--- src/rtl/shift_sched_amisha_pkg.sv ---
// shift_sched_pkg_amisha: shared types and default widths for the rotate sequencer
// Holds the FSM state encoding, default DATA_W/AMT_W/REP_W and rotate direction codes.
package shift_sched_pkg_amisha;
    localparam int DATA_W = 8;
    localparam int AMT_W  = 3;
    localparam int REP_W  = 4;
    localparam logic DIR_LEFT  = 1'b0;
    localparam logic DIR_RIGHT = 1'b1;
    typedef enum logic [1:0] {IDLE = 2'd0, RUN = 2'd1, DONE = 2'd2} state_t;
endpackage

--- src/rtl/shift_sched_amisha_rot.sv ---
// rot_unit_amisha: combinational DATA_W rotator shared by both requesters
// Ports: data (operand), amt (rotate amount), dir (0 left / 1 right), out (rotated word).
module rot_unit_amisha
    import shift_sched_pkg_amisha::*;
#(
    parameter int DATA_W = shift_sched_pkg_amisha::DATA_W,
    parameter int AMT_W  = shift_sched_pkg_amisha::AMT_W
) (
    input  logic [DATA_W-1:0] data,
    input  logic [AMT_W-1:0]  amt,
    input  logic              dir,
    output logic [DATA_W-1:0] out
);
    logic [2*DATA_W-1:0] dd;
    // A window into the doubled word is a rotate in either direction.
    always_comb begin
        dd  = {data, data};
        out = (dir == DIR_RIGHT) ? dd[int'(amt) +: DATA_W] : dd[DATA_W - int'(amt) +: DATA_W];
    end
endmodule

--- src/rtl/shift_sched_amisha.sv ---
// shift_sched_amisha: round-robin sequencer for two requesters over a shared rotate datapath
// Ports: clk_amisha/reset_amisha (sync active-high); req0_*/req1_* command valid/ready with
// data, amt, dir, rep; res_valid/res_ready/res_data/res_id result handshake.
// Define SHIFT_SCHED_STAT_EN to add stat_done_cnt, a saturating count of result handshakes.
module shift_sched_amisha
    import shift_sched_pkg_amisha::*;
#(
    parameter int DATA_W = shift_sched_pkg_amisha::DATA_W,
    parameter int AMT_W  = shift_sched_pkg_amisha::AMT_W,
    parameter int REP_W  = shift_sched_pkg_amisha::REP_W
) (
    input  logic              clk_amisha,
    input  logic              reset_amisha,
    input  logic              req0_valid,
    output logic              req0_ready,
    input  logic [DATA_W-1:0] req0_data,
    input  logic [AMT_W-1:0]  req0_amt,
    input  logic              req0_dir,
    input  logic [REP_W-1:0]  req0_rep,
    input  logic              req1_valid,
    output logic              req1_ready,
    input  logic [DATA_W-1:0] req1_data,
    input  logic [AMT_W-1:0]  req1_amt,
    input  logic              req1_dir,
    input  logic [REP_W-1:0]  req1_rep,
    output logic              res_valid,
    input  logic              res_ready,
    output logic [DATA_W-1:0] res_data,
    output logic              res_id
`ifdef SHIFT_SCHED_STAT_EN
    ,
    output logic [15:0]       stat_done_cnt
`endif
);
    state_t state, state_nx;
    logic [DATA_W-1:0] data_q, rot_out;
    logic [AMT_W-1:0]  amt_q;
    logic [REP_W-1:0]  cnt_q, sel_rep;
    logic              dir_q, id_q, rr_ptr, acc, sel;

    rot_unit_amisha #(.DATA_W(DATA_W), .AMT_W(AMT_W)) u_rot (
        .data(data_q),
        .amt (amt_q),
        .dir (dir_q),
        .out (rot_out)
    );

    // A requester loses only when the other is also valid and holds the round-robin pointer.
    always_comb begin
        req0_ready = (state == IDLE) && req0_valid && !(req1_valid && rr_ptr);
        req1_ready = (state == IDLE) && req1_valid && !(req0_valid && !rr_ptr);
        acc        = req0_ready || req1_ready;
        sel        = req1_ready;
        sel_rep    = sel ? req1_rep : req0_rep;
        state_nx   = (state == IDLE && acc) ? ((sel_rep == '0) ? DONE : RUN) :
                     (state == RUN && cnt_q == REP_W'(1)) ? DONE :
                     (state == DONE && res_ready) ? IDLE : state;
        res_valid  = (state == DONE);
        res_data   = data_q;
        res_id     = id_q;
    end

    always_ff @(posedge clk_amisha) begin
        if (reset_amisha) begin
            state  <= IDLE;
            data_q <= '0;
            amt_q  <= '0;
            dir_q  <= DIR_LEFT;
            cnt_q  <= '0;
            id_q   <= 1'b0;
            rr_ptr <= 1'b0;
        end else begin
            state <= state_nx;
            if (acc) begin
                data_q <= sel ? req1_data : req0_data;
                amt_q  <= sel ? req1_amt : req0_amt;
                dir_q  <= sel ? req1_dir : req0_dir;
                cnt_q  <= sel_rep;
                id_q   <= sel;
                rr_ptr <= ~sel;
            end else if (state == RUN) begin
                data_q <= rot_out;
                cnt_q  <= cnt_q - REP_W'(1);
            end
        end
    end

`ifdef SHIFT_SCHED_STAT_EN
    always_ff @(posedge clk_amisha) begin
        if (reset_amisha)
            stat_done_cnt <= '0;
        else if (res_valid && res_ready && stat_done_cnt != 16'hFFFF)
            stat_done_cnt <= stat_done_cnt + 16'd1;
    end
`endif
endmodule

--- config.mk ---
export PLATFORM = sky130hd
export DESIGN_NAME = shift_sched_amisha
export DESIGN_NICKNAME = d
export VERILOG_FILES = /design/src/rtl/shift_sched_amisha_pkg.sv /design/src/rtl/shift_sched_amisha_rot.sv /design/src/rtl/shift_sched_amisha.sv
export SDC_FILE = /design/constraint.sdc
export NUM_CORES = 1
export LEC_CHECK = 0
export BUFFER_PORTS_ARGS = -buffer_cell sky130_fd_sc_hd__buf_2
export CAP_MARGIN = 10
export CORE_UTILIZATION = 45
export DETAILED_ROUTE_END_ITERATION = 7
export PLACE_DENSITY = 0.76
export SYNTH_ARGS = -nofsm -noshare
export SYNTH_HDL_FRONTEND = slang
export SYNTH_HIERARCHICAL = 1
export SYNTH_SLANG_ARGS = --single-unit
export TNS_END_PERCENT = 100
--- constraint.sdc ---
create_clock -name clk_amisha -period 6.4 [get_ports clk_amisha]
set_input_delay 0.64 -clock clk_amisha [delete_from_list [all_inputs] [get_ports clk_amisha]]
set_output_delay 0.64 -clock clk_amisha [all_outputs]
set_load 0.02 [all_outputs]
==> impl_metrics.env <==
export IMPL_yosys_register_bits=20
export IMPL_final_cell_mix="buf_2 (48), nand2_1 (20), dfxtp_1 (20)"
export IMPL_synthTopCellsByArea="dfxtp_1 (25%), mux4_1 (8.1%), a22oi_2 (5.4%)"
export IMPL_numCtsBuffers=3
export IMPL_cts_resized=0
export IMPL_worst_setup_path_type="register to register"
export IMPL_clock_latency_ns=0.30
export IMPL_grt_ovfl_total=0
export IMPL_p_per_area_nw_per_um2=257
export IMPL_rsz0062_at_grt="false"
export IMPL_clk_pin_slew_ns=0.12
export IMPL_die_w_microns=62.0
export IMPL_switchingPower_mw=0.196
export IMPL_cp_start_kind="register"
export IMPL_period_share=0.477
export IMPL_postSynthCellCount=177
export IMPL_nets=257
export IMPL_cts_setup_buffers=0
export IMPL_endpoint_kind="register"
export IMPL_drtAntennaViolNets=0
export IMPL_async_reset_ff_frac=0
export IMPL_synth_area_leader_cell="dfxtp_1"
export IMPL_gp_congestion=0.888
export IMPL_drive_gt1_frac=0.370
export IMPL_hold_worst_slack_ns=0.487
export IMPL_hold_class="register to register"
export IMPL_seq_power_share=0.368
export IMPL_synth_edf_count=0
export IMPL_clock_sinks=20
export IMPL_finalWirelength_mm=3.88
export IMPL_tritoncts="done"
export IMPL_io_buffers=48
export IMPL_worstMarginPinSlew_ns=0.959
export IMPL_synth_area_sq_um=1620
export IMPL_yosys_warnings=6
export IMPL_via_per_inst=5.69
export IMPL_postCtsHoldBufs=0
export IMPL_leakage_nw=0.768
export IMPL_switching_share=0.412
export IMPL_cp_data_arrival_time_ns=3.23
export IMPL_dr_pass1_iters=4
export IMPL_tns_ns=0
export IMPL_internal_power_mw=0.279
export IMPL_yosysTopAreaCellShare=0.247
export IMPL_wl_per_cell_microns=14.8
export IMPL_fin_crit_ns=3.05
export IMPL_hold_violations=0
export IMPL_antenna_cells=0
export IMPL_crit_required_ns=6.57
export IMPL_synth_avg_cell_area_sq_um=9.15
export IMPL_drtIter0Drc=86
export IMPL_max_freq_mhz=328
export IMPL_ys_seq_area_frac=0.247
export IMPL_syn_nets=217
export IMPL_grt_pass1_wl_mm=6.52
export IMPL_fin_util=0.545
export IMPL_fin_ws_ns=3.35
export IMPL_grt_use_total=0.229
export IMPL_fp_coreArea_sq_um=3390
export IMPL_drv_cap=0
export IMPL_grt_pass1_vias=1368
export IMPL_area_growth_pct=14.1
export IMPL_dp_slack_ns=3.37
export IMPL_synth_cell_type_count=46
export IMPL_ir_drop_mv=0.125
export IMPL_antenna_found_initial=0
export IMPL_setup_violations=0
export IMPL_num_vias=1490
export IMPL_die_area_sq_um=3840
export IMPL_cts_max_path_buffers=2
export IMPL_outcome="complete, no violations"
export IMPL_initial_core_util=0.478
export IMPL_p_clk_frac=0.160
export IMPL_cts_root_buf="clkbuf_4"
export IMPL_htree_levels=1
export IMPL_slew_violations=0
export IMPL_synth_main_ff_cell="dfxtp_1"
export IMPL_dpl_hpwl_mm=2.94
export IMPL_worst_clock_skew_ns=0.00208
export IMPL_mostFrequentLayoutCell="buf_2"
export IMPL_p_comb_frac=0.472
export IMPL_rows=21
export IMPL_drc=0
export IMPL_grt_start_max_net_pins=21
export IMPL_maxSlewHeadroom=0.355
export IMPL_fillers=329
export IMPL_crit_fanout=11
export IMPL_die_y_microns=62.0
export IMPL_ioPinCount=49
==> critical path, stage by stage (launching register included) <==
cell,delay [ns]
dfxtp_1,0.60
inv_1,0.16
ha_1,0.31
mux2i_1,0.66
mux4_1,0.70
nand2_1,0.10
nand2_1,0.06
a211oi_1,0.25
a311oi_2,0.07
==> power groups by stage <==
stage                     registers (mW)  logic (mW)  clock network, mW
final                              0.175       0.224             0.0758
after global routing               0.179       0.248             0.0831
after CTS                          0.174       0.223             0.0772
after detailed placement           0.177       0.222                  0
after global placement             0.176       0.219                  0
after floorplan                    0.175       0.179                  0
==> metrics by stage <==
stage	std cells	total power [mW]	cell area, sq um
final	262	0.475	1850
after global routing	262	0.511	1850
after CTS	262	0.474	1850
after detailed placement	258	0.399	1810
after global placement	258	0.395	1810
after floorplan	177	0.354	1620
==> per-layer routing <==
| layer | vias up | global-route usage | share of wire |
|---|---|---|---|
| met5 | - | 0 | 0 |
| li1 | 748 | - | - |
| met2 | 57 | 0.345 | 0.47 |
| met1 | 681 | 0.325 | 0.46 |
| met3 | 4 | 0.0538 | 0.062 |
| met4 | 0 | 0.0698 | 0.010 |
==> cell usage after synthesis (5+ instances only) <==
cell / instances
mux2i_1: 8
o21ai_0: 6
a21oi_1: 5
mux4_1: 5
dfxtp_1: 20
nor2b_1: 5
nand2_2: 6
nor2_1: 18
a22oi_2: 7
nand2_1: 20
a311oi_2: 5
a311oi_1: 6
==> registers in the layout (all words and copies together) (netlist names) <==
name,flops
rr_ptr,1
amt_q,3
res_id,1
dir_q,1
cnt_q,4
res_data,8
state,2
==> worst paths after layout <==
check                        start  cells past startpoint                  endpoint  slack (ns)
max          amt_q[0]$_SDFFE_PP0N_                      8  res_data[1]$_SDFFE_PP0P_        3.35
min            res_id$_SDFFE_PP0N_                      2       res_id$_SDFFE_PP0N_        0.49
max reg2reg  amt_q[0]$_SDFFE_PP0N_                      8  res_data[1]$_SDFFE_PP0P_        3.35
min reg2reg    res_id$_SDFFE_PP0N_                      2       res_id$_SDFFE_PP0N_        0.49
==> final cells by class <==
| class | count | area [sq um] | share of cell area |
|---|---|---|---|
| repair buffers | 48 | 240 | 0.130 |
| flip-flops and latches | 20 | 400 | 0.217 |
| inverters | 5 | 21.3 | 0.0115 |
| clock buffers | 4 | 36.3 | 0.0196 |
| well taps | 46 | 57.6 | 0.0311 |
| multi-input cells | 139 | 1090 | 0.591 |
==> cells by family (layout without fill, tap and decap cells) <==
family / after synthesis / count (layout) / synth area share
AO/OA/AOI/OAI: 47 / 47 / 0.254
multiplexers: 16 / 16 / 0.158
buffers and inverters: 18 / 57 / 0.0788
XOR/XNOR: 3 / 3 / 0.0162
AND/OR/NAND/NOR: 70 / 70 / 0.222
flip-flops: 20 / 20 / 0.247
adder cells (fa/ha/maj): 3 / 3 / 0.0232
No activity file was read; power rests on OpenSTA's default activity.
